`src/rtl/issue_buffer_pkg.sv`:
```
// Shared types and MIPS predecode helpers for the issue buffer and the id stage.
package issue_buffer_pkg;

  // One buffered instruction plus its predecode tags.
  typedef struct packed {
    logic [31:0] inst;
    logic [31:0] addr;
    logic [32:0] bpu;
    logic        ds;   // sits in the delay slot of the previous instruction
    logic        jb;   // jump or branch; owns a delay slot
  } entry_t;

  // Primary opcodes (inst[31:26]).
  localparam logic [5:0] OP_SPECIAL = 6'h00;
  localparam logic [5:0] OP_REGIMM  = 6'h01;
  localparam logic [5:0] OP_J       = 6'h02;
  localparam logic [5:0] OP_JAL     = 6'h03;
  localparam logic [5:0] OP_BEQ     = 6'h04;
  localparam logic [5:0] OP_BNE     = 6'h05;
  localparam logic [5:0] OP_BLEZ    = 6'h06;
  localparam logic [5:0] OP_BGTZ    = 6'h07;

  // SPECIAL function codes (inst[5:0]).
  localparam logic [5:0] FN_JR      = 6'h08;
  localparam logic [5:0] FN_JALR    = 6'h09;

  // True for J/JAL/JR/JALR and every conditional branch. REGIMM branches
  // (BLTZ/BGEZ/BLTZAL/BGEZAL) have rt[3:1] == 0; the other REGIMM rt codes
  // are traps and carry no delay slot.
  function automatic logic is_jb(input logic [31:0] inst);
    logic [5:0] op;
    logic [5:0] fn;
    op = inst[31:26];
    fn = inst[5:0];
    case (op)
      OP_J, OP_JAL, OP_BEQ, OP_BNE, OP_BLEZ, OP_BGTZ: return 1'b1;
      OP_REGIMM:  return (inst[19:17] == 3'b000);
      OP_SPECIAL: return (fn == FN_JR) || (fn == FN_JALR);
      default:    return 1'b0;
    endcase
  endfunction

endpackage

```
`src/rtl/issue_buffer_if.sv`:
```
// Fetch-side and issue-side signals of the issue buffer.
interface issue_buffer_if #(
  parameter int DEPTH   = 16,
  parameter int FETCH_W = 2,
  parameter int ISSUE_W = 2
);
  logic                         flush_i;
  logic                         stall_i;
  logic [FETCH_W-1:0]           fetch_valid_i;
  logic [32*FETCH_W-1:0]        fetch_inst_i;
  logic [32*FETCH_W-1:0]        fetch_addr_i;
  logic [33*FETCH_W-1:0]        fetch_bpu_i;
  logic                         fetch_ready_o;
  logic [ISSUE_W-1:0]           out_valid_o;
  logic [32*ISSUE_W-1:0]        out_inst_o;
  logic [32*ISSUE_W-1:0]        out_addr_o;
  logic [33*ISSUE_W-1:0]        out_bpu_o;
  logic [ISSUE_W-1:0]           out_ds_o;
  logic [$clog2(ISSUE_W+1)-1:0] issue_cnt_i;
  logic [$clog2(DEPTH+1)-1:0]   count_o;

  // The buffer itself.
  modport slave (
    input  flush_i, stall_i, fetch_valid_i, fetch_inst_i, fetch_addr_i,
           fetch_bpu_i, issue_cnt_i,
    output fetch_ready_o, out_valid_o, out_inst_o, out_addr_o, out_bpu_o,
           out_ds_o, count_o
  );

  // Fetch and issue logic driving the buffer.
  modport master (
    output flush_i, stall_i, fetch_valid_i, fetch_inst_i, fetch_addr_i,
           fetch_bpu_i, issue_cnt_i,
    input  fetch_ready_o, out_valid_o, out_inst_o, out_addr_o, out_bpu_o,
           out_ds_o, count_o
  );
endinterface

```
`src/rtl/issue_buffer_ptr.sv`:
```
// Wrapping add/subtract register used for the head, tail and occupancy count.
// Pointers wrap modulo 2**W, which is DEPTH when W = clog2(DEPTH).
module issue_buffer_ptr #(
  parameter int W = 4
) (
  input  logic         clk,
  input  logic         rst,
  input  logic         clr,
  input  logic [W-1:0] inc,
  input  logic [W-1:0] dec,
  output logic [W-1:0] q
);

  // Clear wins over the arithmetic update.
  always_ff @(posedge clk or negedge rst) begin
    // NOTE: sequential state uses <= so every register samples pre-edge values.
    if (!rst)     q <= '0;
    else if (clr) q <= '0;
    else          q <= q + inc - dec;
  end

endmodule

```
`src/rtl/issue_buffer.sv`:
```
// Instruction buffer between fetch and decode/issue. Holds back a jump or
// branch until its delay slot is buffered, and retires only what issued.
module issue_buffer
  import issue_buffer_pkg::*;
#(
  parameter int DEPTH   = 16,  // power of two, >= 2*FETCH_W
  parameter int FETCH_W = 2,
  parameter int ISSUE_W = 2    // <= DEPTH; must match the interface instance
) (
  input  logic           clk,
  input  logic           rst,
  issue_buffer_if.slave  bus
);

  localparam int PW = $clog2(DEPTH);
  localparam int CW = $clog2(DEPTH + 1);

  entry_t          mem [DEPTH];
  logic [PW-1:0]   head;
  logic [PW-1:0]   tail;
  logic [CW-1:0]   count_q;
  logic            last_jb_q;
  logic            last_jb_d;
  logic            ready;
  logic [CW-1:0]   n_in;
  logic [CW-1:0]   n_out;
  logic [CW-1:0]   n_valid;
  logic [CW-1:0]   iss;
  entry_t          wr_entry [FETCH_W];
  logic [ISSUE_W-1:0] valid;

  // Ready depends on registered occupancy only.
  assign ready = (count_q <= CW'(DEPTH - FETCH_W));

  // Predecode the fetch group and count how many entries are accepted.
  always_comb begin : predecode_c
    logic prev_jb;
    // NOTE: every variable gets a default first so no path infers a latch.
    prev_jb   = last_jb_q;
    last_jb_d = last_jb_q;
    n_in      = '0;
    for (int s = 0; s < FETCH_W; s++) begin
      wr_entry[s].inst = bus.fetch_inst_i[32*s +: 32];
      wr_entry[s].addr = bus.fetch_addr_i[32*s +: 32];
      wr_entry[s].bpu  = bus.fetch_bpu_i[33*s +: 33];
      wr_entry[s].jb   = is_jb(bus.fetch_inst_i[32*s +: 32]);
      wr_entry[s].ds   = prev_jb;
      prev_jb          = wr_entry[s].jb;
      if (bus.fetch_valid_i[s]) begin
        n_in      = n_in + CW'(1);
        last_jb_d = wr_entry[s].jb;
      end
    end
    if (!ready || bus.flush_i) n_in = '0;
  end

  // Present the head entries; a branch without its buffered slot blocks itself
  // and everything younger.
  always_comb begin : present_c
    logic          stop;
    logic [PW-1:0] idx;
    entry_t        rd;
    stop            = 1'b0;
    n_valid         = '0;
    valid           = '0;
    bus.out_inst_o  = '0;
    bus.out_addr_o  = '0;
    bus.out_bpu_o   = '0;
    bus.out_ds_o    = '0;
    for (int k = 0; k < ISSUE_W; k++) begin
      idx = head + PW'(k);
      rd  = mem[idx];
      if (k < int'(count_q)) begin
        if (rd.jb && (k + 1 >= int'(count_q))) stop = 1'b1;
        valid[k] = !stop;
      end
      if (valid[k]) begin
        n_valid                   = n_valid + CW'(1);
        bus.out_inst_o[32*k +: 32] = rd.inst;
        bus.out_addr_o[32*k +: 32] = rd.addr;
        bus.out_bpu_o[33*k +: 33]  = rd.bpu;
        bus.out_ds_o[k]            = rd.ds;
      end
    end
  end

  // Retire what actually issued, clamped to what was presented.
  always_comb begin
    iss = CW'(bus.issue_cnt_i);
    if (bus.stall_i || bus.flush_i) n_out = '0;
    else if (iss < n_valid)         n_out = iss;
    else                            n_out = n_valid;
  end

  assign bus.out_valid_o   = valid;
  assign bus.count_o       = count_q;
  assign bus.fetch_ready_o = ready;

  // Pointer increments fit in PW bits; truncation gives the modulo-DEPTH wrap.
  issue_buffer_ptr #(.W(PW)) u_head (
    .clk(clk), .rst(rst), .clr(bus.flush_i),
    .inc(n_out[PW-1:0]), .dec('0), .q(head)
  );

  issue_buffer_ptr #(.W(PW)) u_tail (
    .clk(clk), .rst(rst), .clr(bus.flush_i),
    .inc(n_in[PW-1:0]), .dec('0), .q(tail)
  );

  issue_buffer_ptr #(.W(CW)) u_count (
    .clk(clk), .rst(rst), .clr(bus.flush_i),
    .inc(n_in), .dec(n_out), .q(count_q)
  );

  // Remember whether the last accepted instruction needs a delay slot.
  always_ff @(posedge clk or negedge rst) begin
    if (!rst)                last_jb_q <= 1'b0;
    else if (bus.flush_i)    last_jb_q <= 1'b0;
    else if (n_in != '0)     last_jb_q <= last_jb_d;
  end

  // Write the accepted fetch slots at the tail.
  always_ff @(posedge clk) begin
    // NOTE: storage is not reset; count and the pointers mark which entries are live.
    for (int s = 0; s < FETCH_W; s++) begin
      if (CW'(s) < n_in) mem[tail + PW'(s)] <= wr_entry[s];
    end
  end

  // Issuing more than was presented is a protocol error; the RTL clamps it.
  issue_cnt_legal_a: assert property (@(posedge clk) disable iff (!rst)
    (!bus.flush_i && !bus.stall_i && count_q != '0) |-> (iss <= n_valid));

endmodule

```
`src/flat_wrapper.sv`:
```
// flat-port wrapper written by rule: the top's interface ports become plain ports
module issue_buffer_flat import issue_buffer_pkg::*;
#(
  parameter int DEPTH   = 16,                               
  parameter int FETCH_W = 2,
  parameter int ISSUE_W = 2                                                  
)
  (clk, rst, bus_flush_i, bus_stall_i, bus_fetch_valid_i, bus_fetch_inst_i, bus_fetch_addr_i, bus_fetch_bpu_i, bus_issue_cnt_i, bus_fetch_ready_o, bus_out_valid_o, bus_out_inst_o, bus_out_addr_o, bus_out_bpu_o, bus_out_ds_o, bus_count_o);
  issue_buffer_if #(.DEPTH(DEPTH), .FETCH_W(FETCH_W), .ISSUE_W(ISSUE_W)) bus_i ();
  input  logic clk;
  input  logic rst;
  input wire logic [$bits(bus_i.flush_i)-1:0] bus_flush_i;
  input wire logic [$bits(bus_i.stall_i)-1:0] bus_stall_i;
  input wire logic [$bits(bus_i.fetch_valid_i)-1:0] bus_fetch_valid_i;
  input wire logic [$bits(bus_i.fetch_inst_i)-1:0] bus_fetch_inst_i;
  input wire logic [$bits(bus_i.fetch_addr_i)-1:0] bus_fetch_addr_i;
  input wire logic [$bits(bus_i.fetch_bpu_i)-1:0] bus_fetch_bpu_i;
  input wire logic [$bits(bus_i.issue_cnt_i)-1:0] bus_issue_cnt_i;
  output wire logic [$bits(bus_i.fetch_ready_o)-1:0] bus_fetch_ready_o;
  output wire logic [$bits(bus_i.out_valid_o)-1:0] bus_out_valid_o;
  output wire logic [$bits(bus_i.out_inst_o)-1:0] bus_out_inst_o;
  output wire logic [$bits(bus_i.out_addr_o)-1:0] bus_out_addr_o;
  output wire logic [$bits(bus_i.out_bpu_o)-1:0] bus_out_bpu_o;
  output wire logic [$bits(bus_i.out_ds_o)-1:0] bus_out_ds_o;
  output wire logic [$bits(bus_i.count_o)-1:0] bus_count_o;
  assign bus_i.flush_i = bus_flush_i;
  assign bus_i.stall_i = bus_stall_i;
  assign bus_i.fetch_valid_i = bus_fetch_valid_i;
  assign bus_i.fetch_inst_i = bus_fetch_inst_i;
  assign bus_i.fetch_addr_i = bus_fetch_addr_i;
  assign bus_i.fetch_bpu_i = bus_fetch_bpu_i;
  assign bus_i.issue_cnt_i = bus_issue_cnt_i;
  assign bus_fetch_ready_o = bus_i.fetch_ready_o;
  assign bus_out_valid_o = bus_i.out_valid_o;
  assign bus_out_inst_o = bus_i.out_inst_o;
  assign bus_out_addr_o = bus_i.out_addr_o;
  assign bus_out_bpu_o = bus_i.out_bpu_o;
  assign bus_out_ds_o = bus_i.out_ds_o;
  assign bus_count_o = bus_i.count_o;
  issue_buffer #(.DEPTH(DEPTH), .FETCH_W(FETCH_W), .ISSUE_W(ISSUE_W)) u_core (.clk(clk), .rst(rst), .bus(bus_i));
endmodule
```
`config.mk`:
```
export PLATFORM = sky130hd
export DESIGN_NAME = issue_buffer_flat
export DESIGN_NICKNAME = d
export VERILOG_FILES = /design/src/rtl/issue_buffer_pkg.sv /design/src/rtl/issue_buffer_if.sv /design/src/rtl/issue_buffer_ptr.sv /design/src/rtl/issue_buffer.sv /design/src/flat_wrapper.sv
export SDC_FILE = /design/constraint.sdc
export NUM_CORES = 2
export LEC_CHECK = 0
export BUFFER_PORTS_ARGS = -buffer_cell sky130_fd_sc_hd__buf_2
export CAP_MARGIN = 20
export CORE_MARGIN = 3
export CORE_UTILIZATION = 55
export DETAILED_ROUTE_END_ITERATION = 10
export GPL_ROUTABILITY_DRIVEN = 1
export GPL_TIMING_DRIVEN = 0
export PLACE_DENSITY = 0.72
export SYNTH_ARGS = -nofsm -noshare
export SYNTH_HDL_FRONTEND = slang
export SYNTH_SLANG_ARGS = --single-unit
```
`constraint.sdc`:
```
create_clock -name clk -period 11.65 [get_ports clk]
set_input_delay 1.165 -clock clk [delete_from_list [all_inputs] [get_ports clk]]
set_output_delay 1.165 -clock clk [all_outputs]
set_load 0.005 [all_outputs]
```
Word level (Yosys, flattened, before mapping)
Memories as Yosys holds them, arrays and structs flattened.
Cells that the tools add are included.
{"block": "op_classes", "n_eq_ne": 18, "reduce_logical": 19, "n_mux": 35, "addsub": 8, "magnitude_cmp": 8}
{"operator": "32-bit two-way mux", "n": 4}
{"operator": "33-bit two-way mux", "n": 2}
{"operator": "6-bit by 3-bit == test with 1-bit output (second input constant)", "n": 8}
{"operator": "5-bit two-way mux", "n": 6}
{"operator": "6-bit by 2-bit == test with 1-bit output (second input constant)", "n": 4}
{"operator": "6-bit by 4-bit == test with 1-bit output (second input constant)", "n": 4}
{"operator": "1-bit by 5-bit < comparator with 1-bit output (first input constant)", "n": 4}
{"operator": "1-bit two-way mux", "n": 19}
{"operator": "6-bit by 1-bit == test with 1-bit output (second input constant)", "n": 2}
{"operator": "6-bit zero test", "n": 2}
{"operator": "6-bit OR reduction", "n": 2}
{"operator": "4-bit by 1-bit adder with 4-bit output (second input constant)", "n": 2}
{"operator": "4-bit adder", "n": 2}
{"operator": "4-bit two-way mux", "n": 2}
{"operator": "3-bit zero test", "n": 2}
{"operator": "1-bit one-hot mux with 3 select lines", "n": 2}
{"operator": "5-bit adder", "n": 1}
{"operator": "1-bit by 5-bit greater-or-equal comparator with 1-bit output (first input constant)", "n": 1}
{"operator": "2-bit by 5-bit greater-or-equal comparator with 1-bit output (first input constant)", "n": 1}
{"operator": "5-bit by 4-bit <= comparator with 1-bit output (second input constant)", "n": 1}
{"operator": "2-bit by 5-bit < comparator with 1-bit output", "n": 1}
{"operator": "5-bit nonzero test", "n": 1}
{"operator": "5-bit subtractor", "n": 1}
{"operator": "1-bit by 1-bit adder with 2-bit output (second input constant)", "n": 2}
{"operator": "other kinds (6)", "n": 12}
{"block": "word_totals", "mem_count": 1, "regBits": 14, "ramBits": 1584, "word_cells": 93, "out_inout_bits": 204}
{"memory": "u_core.mem", "words": 16, "width": 99, "read_ports": 2, "rd_clocked_by_memory_dff": 0, "wr": 2, "line": "issue_buffer.sv:18", "rtl": "entry_t mem [DEPTH];"}

Logic depth before layout (Yosys ltp)
{"block": "logic_depth", "word_depth": 15, "depth_mapped": 25, "depth_no_buf": 23}

Hierarchy
From an unflattened synthesis, not the netlist that was laid out.
{"block": "unflattened", "hier_cells": 5618, "hier_area_um2": 96895.4}
{"module": "issue_buffer", "cells_each": 5506, "seq_area_each_um2": 47590.6, "instances": 1, "area_each_um2": 95798.1}
{"module": "issue_buffer_ptr (u_core.u_head ...)", "cells_each": 33, "seq_area_each_um2": 100.1, "instances": 2, "area_each_um2": 334.1}
{"module": "issue_buffer_ptr (u_core.u_count)", "cells_each": 46, "seq_area_each_um2": 125.1, "instances": 1, "area_each_um2": 429.2}

Worst setup path after synthesis
OpenSTA, ideal clock, no wires.
{"block": "synth_path", "path_type": "input to register", "from": "input port bus_flush_i", "to": "memory u_core.mem[13][0] (netlist bit), enable pin", "n_path_buf": 1, "stages": 4, "setup_time_ns": 0.693, "arrival_time_ns": 8.711, "setup_slack_ns": 2.245, "t_required_ns": 10.957, "path_cell_list": "a211oi_2 buf_2 nand3b_1 o21ai_0"}
{"element": "start: declaration", "line": "flat_wrapper.sv:12", "rtl": "input wire logic [$bits(bus_i.flush_i)-1:0] bus_flush_i;"}
{"element": "end: declaration", "line": "issue_buffer.sv:18"}

Worst setup path in the final report
{"block": "layout_path", "from": "register u_core.u_head.q[1]", "to": "output port bus_out_inst_o[39]"}
{"block": "layout_via", "elab_chain_cells": 10, "word_cells_on_any_way": 12}
{"element": "start: declaration", "line": "issue_buffer_ptr.sv:11", "rtl": "output logic [W-1:0] q"}
{"element": "start signal: assignment", "line": "issue_buffer_ptr.sv:19", "rtl": "else q <= q + inc - dec;"}
{"element": "memory 16 x 99 bit (*)"}
{"element": "1-bit logical AND", "line": "issue_buffer.sv:74", "rtl": "if (rd.jb && (k + 1 >= int'(count_q))) stop = 1'b1;"}
{"element": "1-bit two-way mux", "line": "issue_buffer.sv:74"}
{"element": "1-bit two-way mux (2 in series)", "line": "issue_buffer.sv:73", "rtl": "if (k < int'(count_q)) begin"}
{"element": "1-bit two-way mux", "line": "issue_buffer.sv:74"}
{"element": "1-bit two-way mux", "line": "issue_buffer.sv:73"}
{"element": "1-bit zero test", "line": "issue_buffer.sv:75", "rtl": "valid[k] = !stop;"}
{"element": "1-bit two-way mux", "line": "issue_buffer.sv:73"}
{"element": "32-bit two-way mux (*)", "line": "issue_buffer.sv:77", "rtl": "if (valid[k]) begin"}
{"element": "end: declaration", "line": "flat_wrapper.sv:21", "rtl": "output wire logic [$bits(bus_i.out_inst_o)-1:0] bus_out_inst_o;"}
Every way passes the cells marked *; elsewhere a longest branch is shown, timed or not. The select of a mux whose other input is x is not followed.

==> metrics.md <==
| Metric | Value |
|---|---|
| Status | finished, final reports clean |
| Highest-count cells in the layout ignoring fill and taps | 1584 x edfxtp_1, 1557 x mux2_2, 888 x mux4_2 |
| Register-to-Register Path Depth | 25 |
| Post-synthesis instance area | slightly above 90000 sq um |
| Number of hold-slack violations in the final timing report | 0 |
| First-pass detailed-route iteration total | 6 |
| Area of the die | ~170000 sq um |
| Die height | approximately 420 microns |
| Clock group share of total power | approximately 30% |
| CP bufs+invs | 4 |
| Setup TNS | 0 ps |
| DR vias/cell | between 7 and 8 |
| Number of max-capacitance violations reported | 0 |
| CP startpoint kind | register |
| Worst stage delay on the critical path | between 900 and 1000 ps |
| Flip-flop and latch count after synthesis | ~1600 |
| Post-CTS clock slew at the launch and capture registers of the worst setup and hold paths | about 60 ps |
| Number of distinct library cell variants in the gate-level netlist after synthesis | 47 |
| Total via count after detailed routing | approximately 62000 |
| Effective utilization at floorplan | a little under three fifths |
| Fin crit period | a little under 7000 ps |
| Path type of the worst setup path | register to output pin |
| Dominant delay contributor by cell family on the critical path | buffers and inverters |
| Sequential group share of total power | around a third |
| Buffers inserted by post-CTS timing repair | 0 |
| FMAX | between 100 and 150 MHz |
| Buffers added on ports | 404 |
| Clk_lat worst skew | around 850 ps |
| Cell type of the slowest stage on the worst timing path | a211oi_1 |
| Area of the placeable core | roughly 170000 sq um |
| Cells along the critical path | ha_1 > xor2_1 > buf_2 > nand3b_1 > buf_2 > clkbuf_1 > o22ai_1 > a211oi_1 > buf_2 |
| Residual overflow from global routing | 0 |
| Fraction of layout cells with a size suffix above 1 | 57.2% |
| Number of top-level pins | just over 400 |
| Lkg Pwr | around 0.034 uW |
| Most common library cell in the layout ignoring fill and taps | edfxtp_1 |
| Final Skew | about 36 ps |
| Wire length of the first global-routing pass | 472 mm |
| Number of remaining DRC errors | 0 |
| Clk Tree Root Cell | clkbuf_16 |
| Final cycle utilization of the critical path | 57.9% |
| Hold Crit Class | input pin to async pin |
| TritonCTS clock tree | done |
| Switching power of the nets | about 6400 uW |
| Worst r2r dst | u_core.u_count.q[4] |
| Fin nets | around 6200 |
| Detailed router's first-iteration violation count | between 10000 and 15000 |
| Maximum vdd drop | between 0.15 and 0.2 mV |
| Final estimated routing congestion in global placement | 0.894 |
| Power after layout | 18900 uW |
| Post-synth top flop | edfxtp_1 |
| Number of enable flip-flop cells after synthesis | around 1600 |
| CTS sink cnt | 1598 |
| Residual antenna-violating net count after detailed routing | 0 |
| Internal | approximately 12000 uW |
| Worst slew margin | about 16% |
| Placement Rows | 150 |
| Post-route setup slack | 4900 ps |
| Largest net degree at the start of global routing | 22 |
| Initial antenna violation count | 60 |
| Number of nets in the synthesized netlist | 5533 |
| Area Overhead vs Synth | 14.4% |
| Worst endpoint data arrival time | 5580 ps |
| Die width | approximately 420 microns |
| Crit Path Max Fanout | 11 |
| Cell repeated most along the worst path | buf_2 |
| Element type at the critical path end | output pin |
| Count of endpoints failing setup in the final report | 0 |
| DR WL/cell | between 40 and 50 microns |
| Wire length after detailed routing | approximately 340 mm |
| Final cell count without fillers | approximately 8400 |
| Via count of the first global-routing pass | roughly 62000 |
| Post-DP HPWL | around 230 mm |
| Required time reported for the critical path endpoint | roughly 10000 ps |
| Power density of the placed cells | roughly 180 nW/um^2 |
| Max-slew violation count | 0 |
| Async S/R FF share, synth | less than 1% |
| RR Startpoint | u_core.u_head.q[1] |
| Count of cells resized by post-cts repair | 0 |
| Global-route usage over all layers | approximately two fifths |
| YS warnings | 0 |
| Number of instances in the synthesized netlist | between 5000 and 6000 |
| Sequential element share of the synthesized area | between 50% and 60% |
| Post-Syn Area per Cell | 17.5 sq um |
| Net switching fraction of the power | between 30% and 40% |
| Instance count after placement with tap cells included | roughly 8000 |
| Worst setup slack after placement | approximately 5500 ps |
| Combinational fraction of design power | between 30% and 40% |
| Setup repair after global routing missed its margin | no |
| Number of CTS-inserted buffers | approximately 180 |
| Longest Clk Path Bufs | 3 |
| Final core occ | between 60% and 70% |
| Slew at the pin with the worst max-slew slack | between 1000 and 1500 ps |
| Number of buffers added to fix hold violations after cts | 0 |
| CTS H-tree lvls | 4 |
| Flop-to-flop setup slack | 5390 ps |
[how the worst max path moves through the flow]
stage / start / endpoint / slack [ps] / cells past startpoint
after floorplan: bus_flush_i / u_core.mem[13][0] / 2250 / 4
after global placement: bus_flush_i / u_core.mem[14][47] / -9740 / 5
after detailed placement: u_core.u_head.q[1] / u_core.u_count.q[4] / 5540 / 25
after CTS: u_core.u_head.q[1] / bus_out_addr_o[35] / 5210 / 9
after global routing: u_core.u_head.q[1] / bus_out_inst_o[39] / 4970 / 9
final: u_core.u_head.q[1] / bus_out_inst_o[39] / 4900 / 9
[synth_stat cells, drive strengths merged, types with 14 or more instances]
master     n  area share (%)
mux4     888              22
nand2     39            0.16
a211oi   100            0.86
ha        18            0.24
nor2      24           0.097
o21ai     45            0.24
inv       19           0.077
clkbuf   355             1.4
mux2    1557              19
nand3     17           0.097
edfxtp  1584              51
buf      286             1.7
dfrtp     14            0.38
mux2i    100             1.1
o22ai     98            0.66
nor2b    108            0.73
[area by class of cell]
cell class / count / area (sq um)
Fill cell: 12000 / 61300
Sequential cell: 1598 / 47900
Multi-Input combinational cell: 3051 / 42100
Clock buffer: 229 / 4700
Timing Repair Buffer: 531 / 4650
Buffer: 641 / 2890
Tap cell: 2204 / 2760
Clock inverter: 92 / 890
Antenna cell: 56 / 140
Inverter: 19 / 71.3
[power groups by stage]
stage	clock, uW	combinational [uW]	sequential, uW
6_report	5590	6710	6550
5_1_grt	5810	6890	6560
4_1_cts	5580	6540	6550
3_5_place_dp	0	6520	6670
3_3_place_gp	0	6340	6770
2_1_floorplan	0	3730	6680
[metrics by stage]
step           cell area (sq um)  hold slack [ps]
6_report                  106000              215
5_1_grt                   106000              226
4_1_cts                   106000              207
3_5_place_dp              100000              639
3_3_place_gp               97500              620
2_1_floorplan              92700              556
[metal layers]
| layer | vias up | routed length (microns) | share of wire [%] | GRT usage (%) |
|---|---|---|---|---|
| li1 | 23600 | - | - | - |
| met2 | 5292 | 154000 | 45 | 58.2 |
| met5 | - | 227 | 0.067 | 0.583 |
| met1 | 31900 | 115000 | 34 | 49.0 |
| met4 | 18 | 26700 | 7.9 | 26.1 |
| met3 | 1193 | 43600 | 13 | 12.3 |
[kinds of logic after synthesis]
family / Yosys count / share of synthesized area, %
XOR/XNOR: 8 / 0.0837
AND/OR/NAND/NOR: 219 / 1.32
AO/OA/AOI/OAI: 257 / 1.87
buffers and inverters: 660 / 3.18
adder cells (fa/ha/maj): 22 / 0.329
flip-flops: 1598 / 51.7
multiplexers: 2545 / 41.6
[sequential cells by signal, indices dropped and copies added (netlist names)]
signal            flops
u_core.mem         1584
u_core.u_count.q      5
u_core.u_head.q       4
u_core.u_tail.q       4
u_core.last_jb_q      1
(Power assumes the default switching activity.)
